## config.mk

```make
export PLATFORM = sky130hd
export DESIGN_NAME = core_sequencer_flat
export DESIGN_NICKNAME = d
export VERILOG_FILES = /design/src/rtl/core_sequencer_if.sv /design/src/rtl/core_sequencer.sv /design/src/flat_wrapper.sv
export SDC_FILE = /design/constraint.sdc
export NUM_CORES = 1
export LEC_CHECK = 0
export BUFFER_PORTS_ARGS = -buffer_cell sky130_fd_sc_hd__buf_4
export CORE_ASPECT_RATIO = 1.75
export CORE_UTILIZATION = 55
export CTS_CLUSTER_SIZE = 12
export DETAILED_ROUTE_END_ITERATION = 10
export PLACE_DENSITY_LB_ADDON = 0.12
export REMOVE_ABC_BUFFERS = 1
export SYNTH_ARGS = -nofsm -noshare
export SYNTH_HDL_FRONTEND = slang
export SYNTH_SLANG_ARGS = --single-unit
```

## constraint.sdc

```tcl
create_clock -name clk -period 8.45 [get_ports clk]
set_clock_uncertainty 0.1 [all_clocks]
set_input_delay 0 -clock clk [delete_from_list [all_inputs] [get_ports clk]]
set_output_delay 0 -clock clk [all_outputs]
set_load 0.02 [all_outputs]
```

## src/rtl/core_sequencer_if.sv

```systemverilog
// rtl/core_sequencer_if.sv - handshake and control bundle between core_sequencer and the datapath/memories
// Purpose: groups every non-clock/reset signal of the sequencer.
// Ports (master = sequencer side):
//   in : instruction[31:0], imem_ready, dmem_ready, branch_taken
//   out: imem_req, ir_load, mem_req, mem_we, alu_src_imm, reg_write, wb_sel[1:0],
//        pc_write, pc_src[1:0], trap, trap_cause[1:0], instret[63:0]
interface core_sequencer_if;
  logic [31:0] instruction;
  logic        imem_ready;
  logic        dmem_ready;
  logic        branch_taken;
  logic        imem_req;
  logic        ir_load;
  logic        mem_req;
  logic        mem_we;
  logic        alu_src_imm;
  logic        reg_write;
  logic [1:0]  wb_sel;
  logic        pc_write;
  logic [1:0]  pc_src;
  logic        trap;
  logic [1:0]  trap_cause;
  logic [63:0] instret;

  modport master (
    input  instruction, imem_ready, dmem_ready, branch_taken,
    output imem_req, ir_load, mem_req, mem_we, alu_src_imm, reg_write,
           wb_sel, pc_write, pc_src, trap, trap_cause, instret
  );

  modport slave (
    output instruction, imem_ready, dmem_ready, branch_taken,
    input  imem_req, ir_load, mem_req, mem_we, alu_src_imm, reg_write,
           wb_sel, pc_write, pc_src, trap, trap_cause, instret
  );
endinterface

```

## src/rtl/core_sequencer.sv

```systemverilog
// rtl/core_sequencer.sv - multi-cycle fetch/decode/exec/mem/wb control FSM for the rv64 core
// Purpose: sequences instruction fetch, decode, execute, data access and writeback,
//   traps stickily on illegal opcodes or memory timeouts, counts retired instructions.
// Ports:
//   clk  - core clock, rising edge
//   rst  - asynchronous active-high reset
//   bus  - core_sequencer_if.master (memory handshakes, datapath strobes, trap, instret)
module core_sequencer #(
  parameter int TIMEOUT = 16,
  parameter int CNT_W   = 5
) (
  input  logic             clk,
  input  logic             rst,
  core_sequencer_if.master bus
);

  typedef enum logic [2:0] {
    S_FETCH, S_DECODE, S_EXEC, S_MEM, S_WB, S_TRAP
  } state_t;

  typedef enum logic [3:0] {
    C_OP, C_OP_IMM, C_OP32, C_OP_IMM32, C_LOAD, C_STORE,
    C_BRANCH, C_JAL, C_JALR, C_LUI, C_AUIPC, C_ILLEGAL
  } iclass_t;

  // Strobes that depend only on the state being entered; registered so they
  // change on the clock edge and clear directly on reset.
  typedef struct packed {
    logic       imem_req;
    logic       mem_req;
    logic       mem_we;
    logic       alu_src_imm;
    logic       reg_write;
    logic [1:0] wb_sel;
    logic       pc_write;
    logic [1:0] pc_src;
    logic       trap;
  } moore_t;

  localparam logic [CNT_W-1:0] CNT_LAST = CNT_W'(TIMEOUT - 1);

  function automatic iclass_t classify(input logic [6:0] opcode);
    iclass_t c;
    case (opcode)
      7'b0110011: c = C_OP;
      7'b0010011: c = C_OP_IMM;
      7'b0111011: c = C_OP32;
      7'b0011011: c = C_OP_IMM32;
      7'b0000011: c = C_LOAD;
      7'b0100011: c = C_STORE;
      7'b1100011: c = C_BRANCH;
      7'b1101111: c = C_JAL;
      7'b1100111: c = C_JALR;
      7'b0110111: c = C_LUI;
      7'b0010111: c = C_AUIPC;
      default:    c = C_ILLEGAL;
    endcase
    return c;
  endfunction

  function automatic moore_t moore_for(input state_t s, input iclass_t c, input logic rd_nz);
    moore_t m;
    m = '0;
    case (s)
      S_FETCH: m.imem_req = 1'b1;
      S_EXEC: begin
        m.alu_src_imm = !(c == C_OP || c == C_OP32 || c == C_BRANCH);
        m.pc_write    = (c == C_BRANCH);
      end
      S_MEM: begin
        m.mem_req     = 1'b1;
        m.mem_we      = (c == C_STORE);
        m.alu_src_imm = 1'b1;   // keep the address computation stable
      end
      S_WB: begin
        m.reg_write = rd_nz;
        m.pc_write  = 1'b1;
        case (c)
          C_LOAD:         m.wb_sel = 2'd1;
          C_JAL, C_JALR:  m.wb_sel = 2'd2;
          default:        m.wb_sel = 2'd0;
        endcase
        case (c)
          C_JAL:   m.pc_src = 2'd1;
          C_JALR:  m.pc_src = 2'd2;
          default: m.pc_src = 2'd0;
        endcase
      end
      S_TRAP:  m.trap = 1'b1;
      default: m = '0;
    endcase
    return m;
  endfunction

  state_t           state, state_nxt;
  iclass_t          cls, cls_nxt, dec_cls;
  logic [CNT_W-1:0] cnt, cnt_nxt;
  logic [1:0]       cause, cause_nxt;
  logic             retire;
  logic             rd_nz;
  logic             store_done;
  moore_t           mo, mo_nxt;
  logic [63:0]      instret;
  logic             unused_instr_bits;

  assign dec_cls           = classify(bus.instruction[6:0]);
  assign rd_nz             = (bus.instruction[11:7] != 5'd0);
  assign unused_instr_bits = ^bus.instruction[31:12];

  always_comb begin
    state_nxt = state;
    cls_nxt   = cls;
    cnt_nxt   = '0;
    cause_nxt = cause;
    retire    = 1'b0;
    case (state)
      S_FETCH: begin
        // ready wins even on the last allowed wait cycle
        if (bus.imem_ready) begin
          state_nxt = S_DECODE;
        end else if (cnt == CNT_LAST) begin
          state_nxt = S_TRAP;
          cause_nxt = 2'd2;
        end else begin
          cnt_nxt = cnt + CNT_W'(1);
        end
      end
      S_DECODE: begin
        cls_nxt = dec_cls;
        if (dec_cls == C_ILLEGAL) begin
          state_nxt = S_TRAP;
          cause_nxt = 2'd1;
        end else begin
          state_nxt = S_EXEC;
        end
      end
      S_EXEC: begin
        case (cls)
          C_LOAD, C_STORE: state_nxt = S_MEM;
          C_BRANCH: begin
            state_nxt = S_FETCH;
            retire    = 1'b1;
          end
          default: state_nxt = S_WB;
        endcase
      end
      S_MEM: begin
        if (bus.dmem_ready) begin
          if (cls == C_STORE) begin
            state_nxt = S_FETCH;
            retire    = 1'b1;
          end else begin
            state_nxt = S_WB;
          end
        end else if (cnt == CNT_LAST) begin
          state_nxt = S_TRAP;
          cause_nxt = 2'd3;
        end else begin
          cnt_nxt = cnt + CNT_W'(1);
        end
      end
      S_WB: begin
        state_nxt = S_FETCH;
        retire    = 1'b1;
      end
      S_TRAP:  state_nxt = S_TRAP;
      default: state_nxt = S_FETCH;
    endcase
    mo_nxt = moore_for(state_nxt, cls_nxt, rd_nz);
  end

  always_ff @(posedge clk or posedge rst) begin
    if (rst) begin
      state   <= S_FETCH;
      cls     <= C_ILLEGAL;
      cnt     <= '0;
      cause   <= 2'd0;
      mo      <= moore_for(S_FETCH, C_ILLEGAL, 1'b0);
      instret <= 64'd0;
    end else begin
      state   <= state_nxt;
      cls     <= cls_nxt;
      cnt     <= cnt_nxt;
      cause   <= cause_nxt;
      mo      <= mo_nxt;
      instret <= instret + 64'(retire);
    end
  end

  // Outputs that react to a same-cycle input (ready or branch result).
  assign store_done = (state == S_MEM) && (cls == C_STORE) && bus.dmem_ready;

  assign bus.ir_load     = mo.imem_req & bus.imem_ready;
  assign bus.pc_write    = mo.pc_write | store_done;
  assign bus.pc_src      = (state == S_EXEC && cls == C_BRANCH) ? {1'b0, bus.branch_taken} : mo.pc_src;
  assign bus.imem_req    = mo.imem_req;
  assign bus.mem_req     = mo.mem_req;
  assign bus.mem_we      = mo.mem_we;
  assign bus.alu_src_imm = mo.alu_src_imm;
  assign bus.reg_write   = mo.reg_write;
  assign bus.wb_sel      = mo.wb_sel;
  assign bus.trap        = mo.trap;
  assign bus.trap_cause  = cause;
  assign bus.instret     = instret;

endmodule

```

## src/flat_wrapper.sv

```systemverilog
// flat-port wrapper written by rule: the top's interface ports become plain ports
module core_sequencer_flat 
#(
  parameter int TIMEOUT = 16,
  parameter int CNT_W   = 5
)
  (clk, rst, bus_instruction, bus_imem_ready, bus_dmem_ready, bus_branch_taken, bus_imem_req, bus_ir_load, bus_mem_req, bus_mem_we, bus_alu_src_imm, bus_reg_write, bus_wb_sel, bus_pc_write, bus_pc_src, bus_trap, bus_trap_cause, bus_instret);
  core_sequencer_if bus_i ();
  input  logic clk;
  input  logic rst;
  input wire logic [$bits(bus_i.instruction)-1:0] bus_instruction;
  input wire logic [$bits(bus_i.imem_ready)-1:0] bus_imem_ready;
  input wire logic [$bits(bus_i.dmem_ready)-1:0] bus_dmem_ready;
  input wire logic [$bits(bus_i.branch_taken)-1:0] bus_branch_taken;
  output wire logic [$bits(bus_i.imem_req)-1:0] bus_imem_req;
  output wire logic [$bits(bus_i.ir_load)-1:0] bus_ir_load;
  output wire logic [$bits(bus_i.mem_req)-1:0] bus_mem_req;
  output wire logic [$bits(bus_i.mem_we)-1:0] bus_mem_we;
  output wire logic [$bits(bus_i.alu_src_imm)-1:0] bus_alu_src_imm;
  output wire logic [$bits(bus_i.reg_write)-1:0] bus_reg_write;
  output wire logic [$bits(bus_i.wb_sel)-1:0] bus_wb_sel;
  output wire logic [$bits(bus_i.pc_write)-1:0] bus_pc_write;
  output wire logic [$bits(bus_i.pc_src)-1:0] bus_pc_src;
  output wire logic [$bits(bus_i.trap)-1:0] bus_trap;
  output wire logic [$bits(bus_i.trap_cause)-1:0] bus_trap_cause;
  output wire logic [$bits(bus_i.instret)-1:0] bus_instret;
  assign bus_i.instruction = bus_instruction;
  assign bus_i.imem_ready = bus_imem_ready;
  assign bus_i.dmem_ready = bus_dmem_ready;
  assign bus_i.branch_taken = bus_branch_taken;
  assign bus_imem_req = bus_i.imem_req;
  assign bus_ir_load = bus_i.ir_load;
  assign bus_mem_req = bus_i.mem_req;
  assign bus_mem_we = bus_i.mem_we;
  assign bus_alu_src_imm = bus_i.alu_src_imm;
  assign bus_reg_write = bus_i.reg_write;
  assign bus_wb_sel = bus_i.wb_sel;
  assign bus_pc_write = bus_i.pc_write;
  assign bus_pc_src = bus_i.pc_src;
  assign bus_trap = bus_i.trap;
  assign bus_trap_cause = bus_i.trap_cause;
  assign bus_instret = bus_i.instret;
  core_sequencer #(.TIMEOUT(TIMEOUT), .CNT_W(CNT_W)) u_core (.clk(clk), .rst(rst), .bus(bus_i));
endmodule
```

# Word level (Yosys, flattened, before mapping)
# Cells that the tools add are included.
[totals]
ff_bits = 89
output_inout_bits = 78
inputBits = 37
word_cells = 101
[op_classes]
add_sub_neg = 2
bitwise_logic = 2
muxes = 33
reduce_logical = 14
eq_ne = 36
[op_table]
columns = ["op", "n"]
rows = [
  ["$add 64x1->64", 1],
  ["$pmux 4 s11", 1],
  ["$eq 4x3->1 const B", 7],
  ["$eq 7x6->1 const B", 4],
  ["$eq 7x5->1 const B", 3],
  ["$eq 7x7->1 const B", 3],
  ["$mux 3", 6],
  ["$mux 2", 8],
  ["$mux 5", 3],
  ["$pmux 3 s5", 1],
  ["$eq 3x2->1 const B", 4],
  ["$eq 3x3->1 const B", 4],
  ["$pmux 5 s2", 1],
  ["$eq 4x4->1 const B", 2],
  ["$pmux 2 s2", 2],
  ["$eq 7x2->1 const B", 1],
  ["$logic_not 3->1", 2],
  ["$ne 2x1->1 const B", 3],
  ["$pmux 2 s3", 1],
  ["$pmux 3 s2", 1],
  ["$reduce_and 6->1", 1],
  ["$add 5x1->5 const B", 1],
  ["$eq 5x4->1 const B", 1],
  ["$mux 1", 5],
  ["15 further kinds", 21],
]

# Depth between registers and ports, before layout
[logic_depth]
depth_word = 8
mapped_depth = 12
depth_no_buf = 11

# Least setup slack after synthesis
# Ideal clock, no wire load.
[synth_path]
path_kind = "register to register"
start = "reg u_core.state[1]"
end = "reg u_core.instret[63] (netlist: u_core.bus.instret[63])"
path_slack_ns = 5.689
arrival_ns = 2.581
stages_incl_launch_ff = 13
period_less_slack_ns = 2.761
cell_sequence = "dfrtp_1 > clkbuf_1 > nor2b_1 > a31oi_1 > o21ai_0 > ha_1 > nand3_1 > nor2_1 > and3_1 > buf_4 > nand3_2 > nor3b_1 > xor2_1"
[synth_between]
elab_chain_cells = 3
[synth_rtl]
columns = ["item", "line", "source"]
rows = [
  ["from (decl)", "core_sequencer.sv:95", "state_t state, state_nxt;"],
  ["from (signal assigned)", "core_sequencer.sv:181", "state <= state_nxt;"],
  ["$eq 3x3->1 / $eq 3x2->1 (equally long branches)", "core_sequencer.sv:116", "case (state)"],
  ["$pmux 1 s3 (*)", "core_sequencer.sv:116", ""],
  ["$add 64x1->64 (*)", "core_sequencer.sv:186", "instret <= instret + 64'(retire);"],
  ["to (signal assigned)", "core_sequencer.sv:186", ""],
  ["to (decl)", "core_sequencer.sv:103", "logic [63:0] instret;"],
]
# Mark *: on every way between the ends. The rest lies on a longest branch, timed or not.
# A chain may end at the register's enable or synchronous reset.

# Worst setup path after layout
[layout_path]
start = "reg u_core.state[1]"
end = "reg u_core.instret[60] (netlist: u_core.bus.instret[60])"
# The elaborated chain is that of the path after synthesis.

==> summary by stage <==
Route
The number of vias in the routed layout is 3282. The pre-antenna-repair detailed-routing pass consisted of 4 iterations. The detail route stage leaves a number of antenna-violating nets equal to 0.

The total DRC errors in the routed layout is 0. Using the TritonRoute via totals, the vias-per-cell ratio works out to 5.53. The wire length after detailed routing is 9.02 mm. The DRC violation total after the first TritonRoute iteration is 205.

The average wire per cell in the routed design is 15.2 µm.

CTS
In this run the number of H-tree levels came out at 3. The total clock buffers created by CTS is 9. The later pin in the worst-skew pair is clocked with a latency of 0.34 ns. In this run the deepest clock path goes through 2 buffers.

The master cell of the clock root buffer is sky130_fd_sc_hd__clkbuf_16. The number of hold-repair buffers added at the cts stage is 5. The clock-pin transition on the worst setup and hold timing paths is 0.06 ns.

The number of gates resized after CTS was 0. The number of setup buffers added after CTS is 0. The tree built by TritonCTS fans out to 89 sinks. The clock tree from TritonCTS is yes.

Timing
The post-route clock period utilization is 41.2%. The highest attainable clock frequency is 287 MHz. Setup repair after global routing left no endpoint under its margin. The sum of negative setup slack is 0 ns. At the pin with the least slew margin, the transition time is 1.07 ns. The number of slew-limit violations in the final report was 0. The time the worst path needs with I/O delays and setup is 3.48 ns. In this run the tightest slew margin relative to its limit is 28.3%. The number of setup violations in the final report is 0. The final hold violation count was 0.

Global route
The via count of the first global-routing pass was 3209. The total routing resource utilization after global routing is 23.2%. After global routing the overflow that remains totals 0. The first global-routing pass estimated 15.1 mm of wire. The initial antenna violation count is 0.

Entering global routing, the biggest net connects 90 pins.

Logic synthesis
The synthesized instance count is 405. The number of distinct library cell variants in the gate-level netlist after synthesis is 57. Summed over its instances, the top area cell type makes up 49.2% of the synthesized netlist area. By area the synthesized netlist is led by sky130_fd_sc_hd__dfrtp_1 (49%), sky130_fd_sc_hd__xnor2_1 (8.3%), sky130_fd_sc_hd__xor2_1 (4.9%), sky130_fd_sc_hd__nand3_1 (3.2%), sky130_fd_sc_hd__nor2_1 (2.8%). After synthesis the netlist holds a flip-flop and latch count of 89. sky130_fd_sc_hd__dfrtp_1 takes more of the synthesized area than any other cell.

After synthesis the cells add up to 4330 µm². Dividing the synthesized area by the synthesized cell count gives 10.7 µm². The XOR/XNOR share of the synthesized area is 13.2%. The synthesized netlist devotes 22.4% of its cell area to simple gates. The fraction of the mapped netlist area in compound gates is 8.16%. By area, the combinational part of the netlist is dominated by simple AND/OR/NAND/NOR gates. Yosys mapped a number of flops with a built-in enable equal to 0. The share of synthesized area occupied by flip-flops and latches is 51.6%.

Among all flip-flop cells after synthesis, the most frequent one is sky130_fd_sc_hd__dfrtp_1. The adder and majority cell fraction of the synthesized area is 0.868%. After synthesis, the share of cell area in mux cells is 0.723%. For this run, the number of Yosys warnings is 0.

The fraction of synthesis flops using an asynchronous set or reset pin is 100%.

Pwr
The leakage power summed over all cells is 2.65 nW. The worst-case IR drop observed on VDD is 0.154 mV. The power density over the cells is 207 nW/µm².

Final layout
Registers take 2230 µm². Relative to the synthesized area, the layout overhead comes to 24.5%. The layout cell share with drive strength beyond 1 is 25.9%. The final-stage net count is 541. The multi-input combinational cells in the finished layout cover a total of 1960 µm². The number of standard cells in the final layout excluding fillers is 594. 0 antenna diodes ended up in the layout.

The number of fill cells is 578.

Floorplan
For this configuration, the core starts out at a cell density of 57.2%. The standard cell core area is 7570 µm². The vertical die dimension is 119 µm. The horizontal die dimension is 69.0 µm.

The floorplan step defined a die boundary enclosing 8240 µm². 115 I/O pins were placed. The row count is 42.

Critical path
The worst setup path is launched from a flip-flop. The worst setup path is captured at a flip-flop. Data arrives at the worst endpoint at 3.64 ns. The start-to-end type of the worst setup path is reg2reg. Along the worst path, the maximum fanout reaches 13. The required time of the worst setup path is 8.61 ns.

Placed design
The count of input and output buffers is 94. Counting tap cells, the placed design contains a total of 573 instances. The detailed placement HPWL is 6.64 mm. At the end of routability-driven placement, the weighted congestion stood at 0.776.

Status
The run finished with clean final reports.

Hold path
The tightest min-delay check is of the in2reg type.

Run
The max capacitance violation total is 0.
[power by group]
| group | switching [mW] | total, mW | internal, mW |
|---|---|---|---|
| logic | 0.138 | 0.237 | 0.0987 |
| clock network | 0.163 | 0.363 | 0.200 |
| registers | 0.0447 | 0.513 | 0.468 |
| total | 0.346 | 1.11 | 0.767 |
[final cells by class]
type	count	area share [%]
Clock buffer	10	4.25
Clock inverter	6	0.790
Inverter	13	0.929
Multi-Input combinational cell	288	36.4
Sequential cell	89	41.4
Tap cell	88	2.04
Timing Repair Buffer	100	14.2
[layer usage]
layer / vias to the layer above / global-route usage [%] / wire length, µm
met5: - / 0 / 0
met4: 0 / 10.6 / 204
met3: 14 / 4.99 / 349
met2: 78 / 41.1 / 4950
met1: 1594 / 26.2 / 3520
li1: 1596 / - / -
[sequential cells by signal, indices dropped and copies added (netlist names)]
register,cells
u_core.bus.alu_src_imm,1
u_core.bus.imem_req,1
u_core.bus.instret,64
u_core.bus.mem_req,1
u_core.bus.mem_we,1
u_core.bus.reg_write,1
u_core.bus.trap,1
u_core.bus.trap_cause,2
u_core.bus.wb_sel,2
u_core.cls,4
u_core.cnt,5
u_core.mo,3
u_core.state,3
[logic make-up (layout without fill, tap and decap cells)]
family / Yosys count / count (layout)
XOR/XNOR: 65 / 65
multiplexers: 3 / 3
AO/OA/AOI/OAI: 40 / 40
buffers and inverters: 28 / 129
AND/OR/NAND/NOR: 177 / 177
flip-flops: 89 / 89
adder cells (fa/ha/maj): 3 / 3
[layout by cell type, fill, tap and decap left out, drive strengths merged, types with 3 or more instances in the layout]
cell         Yosys  routed
a21oi            7       7
a22oi            3       3
and2             5       5
and3            13      13
and4             7       7
buf             10      95
clkbuf           5      10
clkinv           0       3
dfrtp           85      85
dfstp            4       4
dlygate4sd3      0       5
ha               3       3
inv             13      14
nand2           32      32
nand2b           7       7
nand3           29      29
nand4           15      15
nor2            32      32
nor2b            9       9
nor3            11      11
nor3b            4       4
o21a             3       3
o21ai            7       7
o31ai            5       5
o32ai            3       3
xnor2           41      41
xor2            24      24
[worst max-delay path: stages (launching register included)]
cell                      delay (ns)
sky130_fd_sc_hd__dfrtp_1        0.54
sky130_fd_sc_hd__nor2b_1        0.34
sky130_fd_sc_hd__a31oi_1        0.12
sky130_fd_sc_hd__o21ai_0        0.17
sky130_fd_sc_hd__ha_1           0.21
sky130_fd_sc_hd__ha_1           0.21
sky130_fd_sc_hd__nand2_1        0.08
sky130_fd_sc_hd__nor2_1         0.25
sky130_fd_sc_hd__and3_1         0.54
sky130_fd_sc_hd__nand3_1        0.35
sky130_fd_sc_hd__nor3_1         0.31
sky130_fd_sc_hd__xor2_1         0.16
[through the flow]
step / total power, mW / util, % / hold slack, ns / setup WS, ns / instance area [µm²]
6_report: 1.11 / 71.2 / 0.0598 / 4.97 / 5390
5_1_grt: 1.17 / 71.2 / 0.0722 / 4.57 / 5390
4_1_cts: 1.12 / 71.2 / 0.0430 / 4.95 / 5390
3_5_place_dp: 0.756 / 66.9 / 0.186 / 4.98 / 5070
3_3_place_gp: 0.749 / 66.9 / 0.168 / 5.07 / 5070
2_1_floorplan: 0.668 / - / 0.0596 / 5.65 / 4240
[cell usage after synthesis, types with 2 or more instances]
cell type / number
sky130_fd_sc_hd__mux2i_1: 2
sky130_fd_sc_hd__a22oi_1: 3
sky130_fd_sc_hd__a221oi_2: 2
sky130_fd_sc_hd__and4_1: 7
sky130_fd_sc_hd__o31ai_1: 3
sky130_fd_sc_hd__and3_1: 13
sky130_fd_sc_hd__buf_4: 4
sky130_fd_sc_hd__nand3_1: 28
sky130_fd_sc_hd__xnor2_1: 41
sky130_fd_sc_hd__dfrtp_1: 85
sky130_fd_sc_hd__nor2b_1: 9
sky130_fd_sc_hd__o32ai_1: 2
sky130_fd_sc_hd__clkbuf_1: 5
sky130_fd_sc_hd__nor2_1: 32
sky130_fd_sc_hd__nor3_1: 10
sky130_fd_sc_hd__nand2b_1: 6
sky130_fd_sc_hd__nor4bb_1: 2
sky130_fd_sc_hd__nand4_1: 15
sky130_fd_sc_hd__o21a_1: 3
sky130_fd_sc_hd__nand2_1: 31
sky130_fd_sc_hd__dfstp_2: 4
sky130_fd_sc_hd__nor3b_1: 4
sky130_fd_sc_hd__and4b_1: 2
sky130_fd_sc_hd__and2_1: 5
sky130_fd_sc_hd__o21ai_1: 2
sky130_fd_sc_hd__buf_2: 5
sky130_fd_sc_hd__ha_1: 3
sky130_fd_sc_hd__a21oi_1: 7
sky130_fd_sc_hd__nand3b_1: 2
sky130_fd_sc_hd__xor2_1: 24
sky130_fd_sc_hd__or3_1: 2
sky130_fd_sc_hd__inv_1: 12
sky130_fd_sc_hd__o21ai_0: 5
sky130_fd_sc_hd__o31ai_2: 2
[final timing paths]
check,cells after the start,slack (ns),startpoint,endpoint
min in group asynchronous,4,0.47,rst,u_core.bus.instret[29]
worst max-delay path,11,4.97,u_core.state[1],u_core.bus.instret[60]
worst min register to register,1,0.36,u_core.cnt[0],u_core.cnt[0]
worst max register to register,11,4.97,u_core.state[1],u_core.bus.instret[60]
worst min-delay path,3,0.06,bus_instruction[4],u_core.cls[2]
max in group asynchronous,4,7.09,rst,u_core.state[0]
Note: power is estimated with default switching activity, not from simulation.
